===== src/rtl/ysyx_22051468_pc_redirect_ctrl_if.sv =====
// Fetch/redirect bundle between the execute stage, the PC controller and
// instruction memory. The master side is the PC controller itself.
interface ysyx_22051468_pc_redirect_ctrl_if #(
  parameter int WIDTH = 64
);
  // Execute-stage control towards the PC controller
  logic             branch_jump_en_i;
  logic [WIDTH-1:0] branch_jump_addr_i;
  logic             hold_pipeline_en_i;
  logic             halt_i;
  // Instruction memory handshake
  logic             fetch_ready_i;
  logic             fetch_valid_o;
  logic [WIDTH-1:0] pc_o;
  // Pipeline control and status
  logic             flush_o;
  logic             misalign_o;
  logic [1:0]       state_o;

  modport master (
    input  branch_jump_en_i,
    input  branch_jump_addr_i,
    input  hold_pipeline_en_i,
    input  halt_i,
    input  fetch_ready_i,
    output fetch_valid_o,
    output pc_o,
    output flush_o,
    output misalign_o,
    output state_o
  );

  modport slave (
    output branch_jump_en_i,
    output branch_jump_addr_i,
    output hold_pipeline_en_i,
    output halt_i,
    output fetch_ready_i,
    input  fetch_valid_o,
    input  pc_o,
    input  flush_o,
    input  misalign_o,
    input  state_o
  );
endinterface


===== src/rtl/ysyx_22051468_pc_redirect_ctrl.sv =====
// Fetch PC owner: issues instruction fetches over a valid/ready handshake,
// redirects on taken branches/jumps with a fixed-length flush window, and
// stops fetching for good on ebreak or on a misaligned redirect target.
module ysyx_22051468_pc_redirect_ctrl #(
  parameter int              WIDTH        = 64,
  parameter logic [WIDTH-1:0] RESET_PC    = 64'h0000_0000_8000_0000,
  parameter int              FLUSH_CYCLES = 2
) (
  input  logic clk,
  input  logic rst,
  ysyx_22051468_pc_redirect_ctrl_if.master bus
);

  localparam int CNT_W = (FLUSH_CYCLES < 2) ? 1 : $clog2(FLUSH_CYCLES);

  typedef enum logic [1:0] {
    ST_RUN   = 2'd0,
    ST_FLUSH = 2'd1,
    ST_HALT  = 2'd2,
    ST_ERR   = 2'd3
  } state_t;

  state_t           state_reg;
  logic [WIDTH-1:0] pc_reg;
  logic             flush_reg;
  logic             misalign_reg;
  logic             boot_reg;
  logic [CNT_W-1:0] flush_cnt_reg;
  logic             fetch_valid;
  logic             target_misaligned;

  // A request is only offered once out of reset, while running and not stalled.
  // Dropping it on a stall is safe: the PC cannot move while the request is low.
  always_comb begin
    fetch_valid = boot_reg & (state_reg == ST_RUN) & ~bus.hold_pipeline_en_i;
  end

  assign target_misaligned = (bus.branch_jump_addr_i[1:0] != 2'b00);

  // PC, control FSM and registered pipeline-control outputs.
  always_ff @(posedge clk or posedge rst) begin
    if (rst) begin
      state_reg     <= ST_RUN;
      pc_reg        <= RESET_PC;
      flush_reg     <= 1'b0;
      misalign_reg  <= 1'b0;
      boot_reg      <= 1'b0;
      flush_cnt_reg <= '0;
    end else begin
      boot_reg <= 1'b1;
      case (state_reg)
        ST_RUN: begin
          if (bus.halt_i) begin
            state_reg <= ST_HALT;
          end else if (bus.branch_jump_en_i && target_misaligned) begin
            state_reg    <= ST_ERR;
            misalign_reg <= 1'b1;
          end else if (bus.branch_jump_en_i) begin
            // Any fetch accepted this cycle belongs to the wrong path; the
            // redirect target simply overwrites the incremented PC.
            pc_reg        <= bus.branch_jump_addr_i;
            flush_reg     <= 1'b1;
            flush_cnt_reg <= CNT_W'(FLUSH_CYCLES - 1);
            state_reg     <= ST_FLUSH;
          end else if (bus.hold_pipeline_en_i) begin
            pc_reg <= pc_reg;
          end else if (fetch_valid && bus.fetch_ready_i) begin
            pc_reg <= pc_reg + WIDTH'(4);
          end
        end
        ST_FLUSH: begin
          // Execute only carries bubbles here, so redirect/stall are ignored.
          if (bus.halt_i) begin
            state_reg <= ST_HALT;
            flush_reg <= 1'b0;
          end else if (flush_cnt_reg == '0) begin
            state_reg <= ST_RUN;
            flush_reg <= 1'b0;
          end else begin
            flush_cnt_reg <= flush_cnt_reg - CNT_W'(1);
          end
        end
        default: begin
          // HALT and ERR are terminal until reset; everything stays frozen.
          flush_reg <= 1'b0;
        end
      endcase
    end
  end

  assign bus.pc_o          = pc_reg;
  assign bus.fetch_valid_o = fetch_valid;
  assign bus.flush_o       = flush_reg;
  assign bus.misalign_o    = misalign_reg;
  assign bus.state_o       = state_reg;

endmodule


===== src/flat_wrapper.sv =====
// flat-port wrapper written by rule: the top's interface ports become plain ports
module ysyx_22051468_pc_redirect_ctrl_flat 
#(
  parameter int              WIDTH        = 64,
  parameter logic [WIDTH-1:0] RESET_PC    = 64'h0000_0000_8000_0000,
  parameter int              FLUSH_CYCLES = 2
)
  (clk, rst, bus_branch_jump_en_i, bus_branch_jump_addr_i, bus_hold_pipeline_en_i, bus_halt_i, bus_fetch_ready_i, bus_fetch_valid_o, bus_pc_o, bus_flush_o, bus_misalign_o, bus_state_o);
  ysyx_22051468_pc_redirect_ctrl_if #(.WIDTH(WIDTH)) bus_i ();
  input  logic clk;
  input  logic rst;
  input wire logic [$bits(bus_i.branch_jump_en_i)-1:0] bus_branch_jump_en_i;
  input wire logic [$bits(bus_i.branch_jump_addr_i)-1:0] bus_branch_jump_addr_i;
  input wire logic [$bits(bus_i.hold_pipeline_en_i)-1:0] bus_hold_pipeline_en_i;
  input wire logic [$bits(bus_i.halt_i)-1:0] bus_halt_i;
  input wire logic [$bits(bus_i.fetch_ready_i)-1:0] bus_fetch_ready_i;
  output wire logic [$bits(bus_i.fetch_valid_o)-1:0] bus_fetch_valid_o;
  output wire logic [$bits(bus_i.pc_o)-1:0] bus_pc_o;
  output wire logic [$bits(bus_i.flush_o)-1:0] bus_flush_o;
  output wire logic [$bits(bus_i.misalign_o)-1:0] bus_misalign_o;
  output wire logic [$bits(bus_i.state_o)-1:0] bus_state_o;
  assign bus_i.branch_jump_en_i = bus_branch_jump_en_i;
  assign bus_i.branch_jump_addr_i = bus_branch_jump_addr_i;
  assign bus_i.hold_pipeline_en_i = bus_hold_pipeline_en_i;
  assign bus_i.halt_i = bus_halt_i;
  assign bus_i.fetch_ready_i = bus_fetch_ready_i;
  assign bus_fetch_valid_o = bus_i.fetch_valid_o;
  assign bus_pc_o = bus_i.pc_o;
  assign bus_flush_o = bus_i.flush_o;
  assign bus_misalign_o = bus_i.misalign_o;
  assign bus_state_o = bus_i.state_o;
  ysyx_22051468_pc_redirect_ctrl #(.WIDTH(WIDTH), .RESET_PC(RESET_PC), .FLUSH_CYCLES(FLUSH_CYCLES)) u_core (.clk(clk), .rst(rst), .bus(bus_i));
endmodule

===== config.mk =====
export PLATFORM = sky130hd
export DESIGN_NAME = ysyx_22051468_pc_redirect_ctrl_flat
export DESIGN_NICKNAME = d
export VERILOG_FILES = /design/src/rtl/ysyx_22051468_pc_redirect_ctrl_if.sv /design/src/rtl/ysyx_22051468_pc_redirect_ctrl.sv /design/src/flat_wrapper.sv
export SDC_FILE = /design/constraint.sdc
export NUM_CORES = 1
export LEC_CHECK = 0
export BUFFER_PORTS_ARGS = -buffer_cell sky130_fd_sc_hd__buf_2
export CAP_MARGIN = 20
export CORE_MARGIN = 2
export CORE_UTILIZATION = 32
export CTS_CLUSTER_SIZE = 10
export DETAILED_ROUTE_END_ITERATION = 10
export PLACE_DENSITY = 0.53
export RECOVER_POWER = 100
export SYNTH_ARGS = -nofsm -noshare
export SYNTH_HDL_FRONTEND = slang
export SYNTH_SLANG_ARGS = --single-unit
export TNS_END_PERCENT = 30

===== constraint.sdc =====
create_clock -name clk -period 2.63 [get_ports clk]
set_input_delay 0.263 -clock clk [delete_from_list [all_inputs] [get_ports clk]]
set_output_delay 0.263 -clock clk [all_outputs]
set_load 0.02 [all_outputs]

# Yosys cells after proc, flatten, opt, wreduce, memory -nomap -nowiden
# Index checks and enable logic that the tools add are counted.
[totals]
ff_bits = 70
input_bits = 70
out_inout_bits = 69
elab_cells = 50
[op_classes]
n_addsub = 2
n_eq_ne = 8
n_mux = 18
bitwise_logic = 5
reduce_logical = 11
[op_table]
columns = ["op", "count"]
rows = [
  ["$mux W64", 3],
  ["$add A64 B3 Y64 const B", 1],
  ["$mux W2", 5],
  ["$ne A2 B2 Y1 const B", 5],
  ["$reduce_and A5 Y1", 2],
  ["$mux W1", 7],
  ["$reduce_and A3 Y1", 2],
  ["$reduce_bool A2 Y1", 3],
  ["$ne A4 B4 Y1 const B", 1],
  ["$pmux W1 S2", 2],
  ["$pmux W2 S2", 1],
  ["$reduce_and A4 Y1", 1],
  ["$ne A3 B3 Y1 const B", 1],
  ["$not A1 Y1", 3],
  ["$and A1 B1 Y1", 2],
  ["$eq A2 B1 Y1 const B", 1],
  ["$logic_and A1 B1 Y1", 2],
  ["$logic_not A2 Y1", 1],
  ["$sub A1 B1 Y1 const B", 1],
]

# Logic depth before layout (Yosys ltp)
# Gate-level depths: netlist (run 1).
[logic_depth]
word_depth = 7
mapped_depth = 9
depth_no_buf = 7

# Worst setup path before layout (run 1)
# No wires, ideal clock.
[synth_path]
kind = "reg-to-reg"
start = "register u_core.pc_reg[7] (netlist: u_core.bus.pc_o[7])"
end = "register u_core.pc_reg[43] (netlist: u_core.bus.pc_o[43])"
setup_ps = 121
t_arrival_ps = 2383
required_time_ps = 2509
setup_slack_ps = 126
path_stages_with_launch = 10
n_path_buf = 3
synth_period_minus_slack_ps = 2504
path_cell_list = "dfrtp_1 > buf_4 > nand4_4 > or4_1 > buf_2 > or3_1 > buf_6 > nor4_4 > a2bb2oi_1 > o22a_1"
[synth_via]
elab_chain_cells = 4
[synth_rtl]
columns = ["element", "line_no", "rtl"]
rows = [
  ["start: declaration", "ysyx_22051468_pc_redirect_ctrl.sv:24", "logic [WIDTH-1:0] pc_reg;"],
  ["start signal: assignment", "ysyx_22051468_pc_redirect_ctrl.sv:61", "pc_reg <= bus.branch_jump_addr_i;"],
  ["start signal: assignment", "ysyx_22051468_pc_redirect_ctrl.sv:66", "pc_reg <= pc_reg;"],
  ["start signal: assignment", "ysyx_22051468_pc_redirect_ctrl.sv:68", "pc_reg <= pc_reg + WIDTH'(4);"],
  ["$add A64 B3 Y64", "ysyx_22051468_pc_redirect_ctrl.sv:68", ""],
  ["$mux W64", "ysyx_22051468_pc_redirect_ctrl.sv:67", "end else if (fetch_valid && bus.fetch_ready_i) begin"],
  ["$mux W64", "ysyx_22051468_pc_redirect_ctrl.sv:65", "end else if (bus.hold_pipeline_en_i) begin"],
  ["$mux W64", "ysyx_22051468_pc_redirect_ctrl.sv:58", "end else if (bus.branch_jump_en_i) begin"],
]
# No other way between the ends. The select of a mux whose other input is x is not followed.
# A chain may end at the register's enable or synchronous reset.

# Worst setup path in the final report (run 1)
[layout_path]
start = "register u_core.pc_reg[8] (netlist: u_core.bus.pc_o[8])"
end = "register u_core.pc_reg[43] (netlist: u_core.bus.pc_o[43])"
# The elaborated chain is that of the path after synthesis.

==> summary.md, run 1 <==
| Metric | Value |
|---|---|
| Seq/Total Area, Yosys | 0.368 |
| Critical Path RT | 2.86 ns |
| Diodes inserted | 0 |
| Post-Place Setup Slack | 0.155 ns |
| # port buffers | 138 |
| Fin nets | 809 |
| Post-CTS resize count | 0 |
| Failing checks | capacitance limit, slew limit |
| Final wirelength | 17500 um |
| Initial antenna violation count | 0 |
| Fmax | 399 MHz |
| CTS tree | done |
| Fraction of registers with async set/reset | 1.00 |
| Syn avg cell area | 8.07 um2 |
| GR Util All Layers | 0.220 |
| Setup violators final | 0 |
| Die W | 126 um |
| RSZ-0062 raised after global routing | no |
| Boundary Pins | 139 |
| Die Area | 0.0159 mm2 |
| Worst setup SP type | register |
| Largest register FFs | 64 |
| Worst Clk Skew | 0.00368 ns |
| Post-CTS Setup Bufs | 0 |
| Min-Delay Path Class | in -> reg |
| Inserted Clock Buffers | 9 |
| Max FO, Critical Path | 6 |
| PwrDens | 429 mW/mm2 |
| VDD IR-drop max | 0.000233 V |
| Later-pin clock latency in the skew report | 0.34 ns |
| Worst Tran Pin Value | 1.90 ns |
| Pleak | 0.00230 uW |
| Worst-path clk slew | 0.06 ns |
| Die Span Y | 126 um |
| Largest net degree at the start of global routing | 95 |
| FF+latch count, synth | 70 |
| RD Place Congestion | 0.911 |
| Share of cells above drive strength 1 | 0.181 |
| Setup Crit Path Kind | reg -> reg |
| Starting density of the core | 0.328 |
| Net Count, Synth | 662 |
| Final period util | 0.953 |
| Crit path DAT | 2.74 ns |
| Overflow after GRT | 0 |
| Post-synthesis cell count | 591 |
| Starting DRT DRC Count | 433 |
| Final ANT Viol Nets | 0 |
| Worst rel slew slack | -0.267 |
| Hold Violations, Final | 0 |
| Max capacitance violation total | 1 |
| Syn. warnings | 0 |
| Residual DRC | 0 |
| Status | complete, but fails checks |
| Number of synthesized flops with an enable pin | 0 |
| Placed cell area | 0.00578 mm2 |
| # rows | 44 |
| Vias in the first global route | 5072 |
| Clock root buffer | clkbuf_16 |
| Number of vias per cell | 5.77 |
| Cts-stage hold buffer count | 0 |
| Minimum clock period | 2.51 ns |
| CTS max path bufs | 2 |
| Syn-to-layout area delta | 23.6% |
| H-tree levels | 3 |
| Mapped cell area | 0.00477 mm2 |
| Main flop type after synthesis | dfrtp_1 |
| First-pass GRT wire length | 27900 um |
| Final TNS setup | 0 ns |
| Post-DP HPWL | 12800 um |
| Max Slew Vio Count | 71 |
| DR pass1 iterations | 5 |
| Via count | 5329 |
| Worst Setup End Kind | register |
| Finished Cell Area | 0.00590 mm2 |
| Setup ws final | 0.124 ns |
| DR WL/cell | 18.9 um |
| CORE AREA | 0.0145 mm2 |
| Clock sinks | 70 |
| Distinct cells, synth | 66 |
-- where the power goes --
part | leakage (uW) | total (uW) | internal, uW | switching, uW
sequential | 0.000863 | 1130 | 1100 | 32.2
combinational | 0.00131 | 257 | 98.4 | 159
clock | 0.000133 | 1140 | 671 | 470
-- layout by cell type, fill, tap and decap left out, types with 3 or more instances in the layout --
master and count:
a211oi_1 3, a2bb2oi_1 4, nor2b_1 7, and3_1 17
a31o_2 3, buf_4 25, and2_1 3, o211ai_1 4
buf_2 74, or4_1 5, nor2_1 39, nor4_1 19
o21ai_0 52, nand2b_1 4, and4_1 3, nand3_1 50
mux2i_1 6, o31ai_1 5, nand4_1 25, nor3_1 31
clkbuf_16 9, clkbuf_2 5, inv_1 6, a22o_1 3
a31oi_1 8, nand2_1 63, dfrtp_1 69, a21oi_1 45
a311oi_1 5, o32ai_1 3, or3_1 10, a41o_1 3
o22ai_1 6, clkbuf_1 74, a22oi_1 5
-- cell families after synthesis --
group / synth area share
compound gates: 0.225
fa+ha+maj: 0.00262
buf+inv: 0.0588
flops: 0.368
mux: 0.0126
other cells: 0.000786
simple gates: 0.333
-- final timing paths --
check	startpoint	to	slack, ns	cells after the start
max in group asynchronous	rst	u_core.bus.misalign_o	0.91	3
setup reg to reg	u_core.bus.pc_o[8]	u_core.bus.pc_o[43]	0.12	6
setup / recovery	u_core.bus.pc_o[8]	u_core.bus.pc_o[43]	0.12	6
hold reg to reg	u_core.bus.misalign_o	u_core.bus.misalign_o	0.47	1
hold / removal	bus_branch_jump_addr_i[2]	u_core.bus.pc_o[2]	0.15	3
min in group asynchronous	rst	u_core.bus.pc_o[2]	0.54	3
-- worst max-delay path, cell delays in order (launching register included) --
cell and delay, ns:
dfrtp_1 0.46, nand4_4 0.12, or4_1 0.62, or3_1 0.55, nor4_4 0.35, a2bb2oi_1 0.10, o22a_1 0.19
-- through the flow --
step	power (uW)	utilization	cells	hold WS, ns
floorplan	1290	-	591	0.359
global placement	1410	0.398	911	0.391
detailed placement	1420	0.398	911	0.390
CTS	2560	0.416	924	0.0209
global route	2620	0.406	924	0.165
finish	2530	0.406	924	0.146
-- metal layers --
layer	global-route usage	wire length [um]	vias to the layer above
li1	-	-	2551
met1	0.307	8120	2600
met2	0.340	8090	154
met3	0.0438	905	24
met4	0.0802	369	0
met5	0	0	-
-- synth_stat cells (7+ instances only) --
library cell | number | area, um2
nand3_1 | 50 | 250
clkbuf_8 | 7 | 96.3
and3_1 | 17 | 106
a31oi_1 | 8 | 50.1
a21oi_1 | 45 | 225
nand4_1 | 25 | 156
nor3_1 | 31 | 155
nand2_1 | 63 | 236
o21ai_0 | 52 | 260
clkbuf_1 | 27 | 101
or3_1 | 10 | 62.6
nor2b_1 | 7 | 43.8
dfrtp_1 | 69 | 1730
nor2_1 | 39 | 146
nor4_1 | 19 | 119
-- layout make-up --
class,instances,area (um2)
fill,1576,8640
clock buffer,11,253
timing repair buffer,179,881
inverter,6,22.5
clock inverter,2,10.0
tap,184,230
sequential,70,1750
multi-input combinational,472,2750
No activity file was read; power rests on OpenSTA's default activity.
==> inputs of run 2 (changes only) <==
Settings changed: CORE_MARGIN 2 to 3, RECOVER_POWER 100 to 25.
==> summary.md, run 2 (synthesis gave the netlist of run 1 again) <==
| Metric | Value |
|---|---|
| Status | completed |
| Number of vias per cell | 5.81 |
| H-tree levels | 3 |
| Die W | 128 um |
| Worst-path clk slew | 0.06 ns |
| Worst path cell trace | nand4_4, or4_1, or3_1, nor2_4, nand4_1, a211oi_1 |
| Slowest CP cell | or4_1 |
| Most frequent cells in the layout | buf_2, dfrtp_1, nand2_1 |
| Worst setup SP type | register |
| Boundary Pins | 139 |
| Worst rel slew slack | 0.157 |
| CTS max path bufs | 2 |
| PwrDens | 439 mW/mm2 |
| Setup violators final | 0 |
| Initial antenna violation count | 0 |
| Largest register FFs | 64 |
| Worst r2r src | u_core.bus.pc_o[12] |
| Worst Setup End Kind | register |
| Fmax | 402 MHz |
| Setup crit start | u_core.bus.pc_o[12] |
| Max capacitance violation total | 0 |
| M3 GR Usage | 0.0388 |
| Die Span Y | 128 um |
| GRT busiest layer | met2 |
| Minimum clock period | 2.49 ns |
| DR pass1 iterations | 4 |
| Hold Violations, Final | 0 |
| GR Util All Layers | 0.220 |
| Syn-to-layout area delta | 27.2% |
| Post-DP HPWL | 13300 um |
| Largest stage delay, worst path | 0.54 ns |
| Total power | 2660 uW |
| Clock Power Share | 0.477 |
| Fill cell count | 1507 |
| Share of cells above drive strength 1 | 0.287 |
| DR WL/cell | 19.5 um |
| Pint | 1980 uW |
| Critical Path RT | 2.87 ns |
| Max Slew Vio Count | 0 |
| Switching Fraction | 0.255 |
| Final wirelength | 18000 um |
| Later-pin clock latency in the skew report | 0.34 ns |
| CORE AREA | 0.0142 mm2 |
| Clock root buffer | clkbuf_16 |
| Sequential share of power | 0.425 |
| Inserted Clock Buffers | 9 |
| Logic pwr share | 0.098 |
| Max FO, Critical Path | 8 |
| Min-Delay Path Class | in -> reg |
| Starting density of the core | 0.336 |
| Pleak | 0.00259 uW |
| RD Place Congestion | 0.878 |
| Final period util | 0.946 |
| # rows | 43 |
| Residual DRC | 0 |
| Crit path DAT | 2.73 ns |
| CTS tree | done |
| Overflow after GRT | 0 |
| Vias in the first global route | 5147 |
| Worst Clk Skew | 0.0106 ns |
| Hold Crit Start | bus_branch_jump_addr_i[44] |
| # port buffers | 138 |
| Diodes inserted | 0 |
| Global-route met2 utilization | 0.344 |
| Worst Tran Pin Value | 1.27 ns |
| Setup Crit Path Kind | reg -> reg |
| Via count | 5367 |
| R2r setup slk | 0.14 ns |
| Clock sinks | 70 |
| VDD IR-drop max | 0.000232 V |
| First-pass GRT wire length | 28600 um |
| Starting DRT DRC Count | 414 |
| M1 GR Usage | 0.311 |
| Die Area | 0.0164 mm2 |
| Largest net degree at the start of global routing | 116 |
| Final ANT Viol Nets | 0 |
| Fin nets | 809 |
| Net Switching | 678 uW |
| Min Hold Slack | 0.153 ns |
| Commonest non-fill, non-tap cell in the layout | buf_2 |
-- run 2: cell count changes in the layout (fill, tap and decap cells not counted) --
| cell | before | now |
|---|---|---|
| and2_0 | 1 | 0 |
| and2_1 | 3 | 4 |
| buf_2 | 74 | 137 |
| buf_4 | 25 | 40 |
| bufinv_16 | 0 | 1 |
| clkbuf_1 | 74 | 1 |
| clkbuf_2 | 5 | 1 |
| clkinv_2 | 2 | 3 |
| dfstp_1 | 1 | 0 |
| dfstp_2 | 0 | 1 |
| nor3_1 | 31 | 30 |
| nor3_2 | 1 | 2 |
| o21a_1 | 2 | 1 |
| o21a_2 | 0 | 1 |
-- run 2: power groups by stage --
stage	logic (uW)	registers, uW	clock network, uW
2_1_floorplan	126	1170	0
3_5_place_dp	266	1150	0
6_report	261	1130	1270
5_1_grt	292	1130	1340
4_1_cts	268	1130	1300
3_3_place_gp	264	1150	0
-- run 2: stage by stage --
stage,worst slack [ns],instances,TNS [ns],instance area [um2],utilization
floorplan,0.126,591,0,4770,-
global placement,0.232,907,0,5770,0.407
detailed placement,0.171,907,0,5770,0.407
CTS,0.162,923,0,6080,0.428
global route,-0.00285,923,-0.00285,6070,0.427
finish,0.143,923,0,6070,0.427
-- run 2: worst max-delay path, delay by kind of cell (launching register included) --
family | cells | cell delay (ns)
simple gates | 5 | 1.63
compound gates | 1 | 0.28
flops | 1 | 0.47
-- run 2: area by class of cell --
type,instances,area (um2),share of cell area
multi-input combinational,472,2750,0.454
tap,180,225,0.0371
sequential,70,1750,0.289
clock buffer,12,256,0.0423
clock inverter,4,45.0,0.00743
timing repair buffer,179,1010,0.167
inverter,6,22.5,0.00371
-- run 2: timing repair --
action / 4_1_cts / 5_1_grt
endpoints found under the hold margin: 0 / 0
hold buffers: 0 / 0
setup endpoints to repair: 0 / 1
setup buffers: 0 / 0
resized for setup: 0 / 1
-- run 2: final timing paths --
kind / cells past startpoint / end
setup / recovery: 6 / u_core.bus.pc_o[49]
hold / removal: 3 / u_core.bus.pc_o[44]
setup reg to reg: 6 / u_core.bus.pc_o[49]
hold reg to reg: 1 / u_core.bus.misalign_o
max in group asynchronous: 3 / u_core.bus.pc_o[21]
min in group asynchronous: 2 / u_core.bus.misalign_o
-- run 2: routing by layer --
layer	up-vias	wire length [um]
met3	17	1110
met5	-	0
met1	2626	8130
li1	2545	-
met4	0	311
met2	179	8450
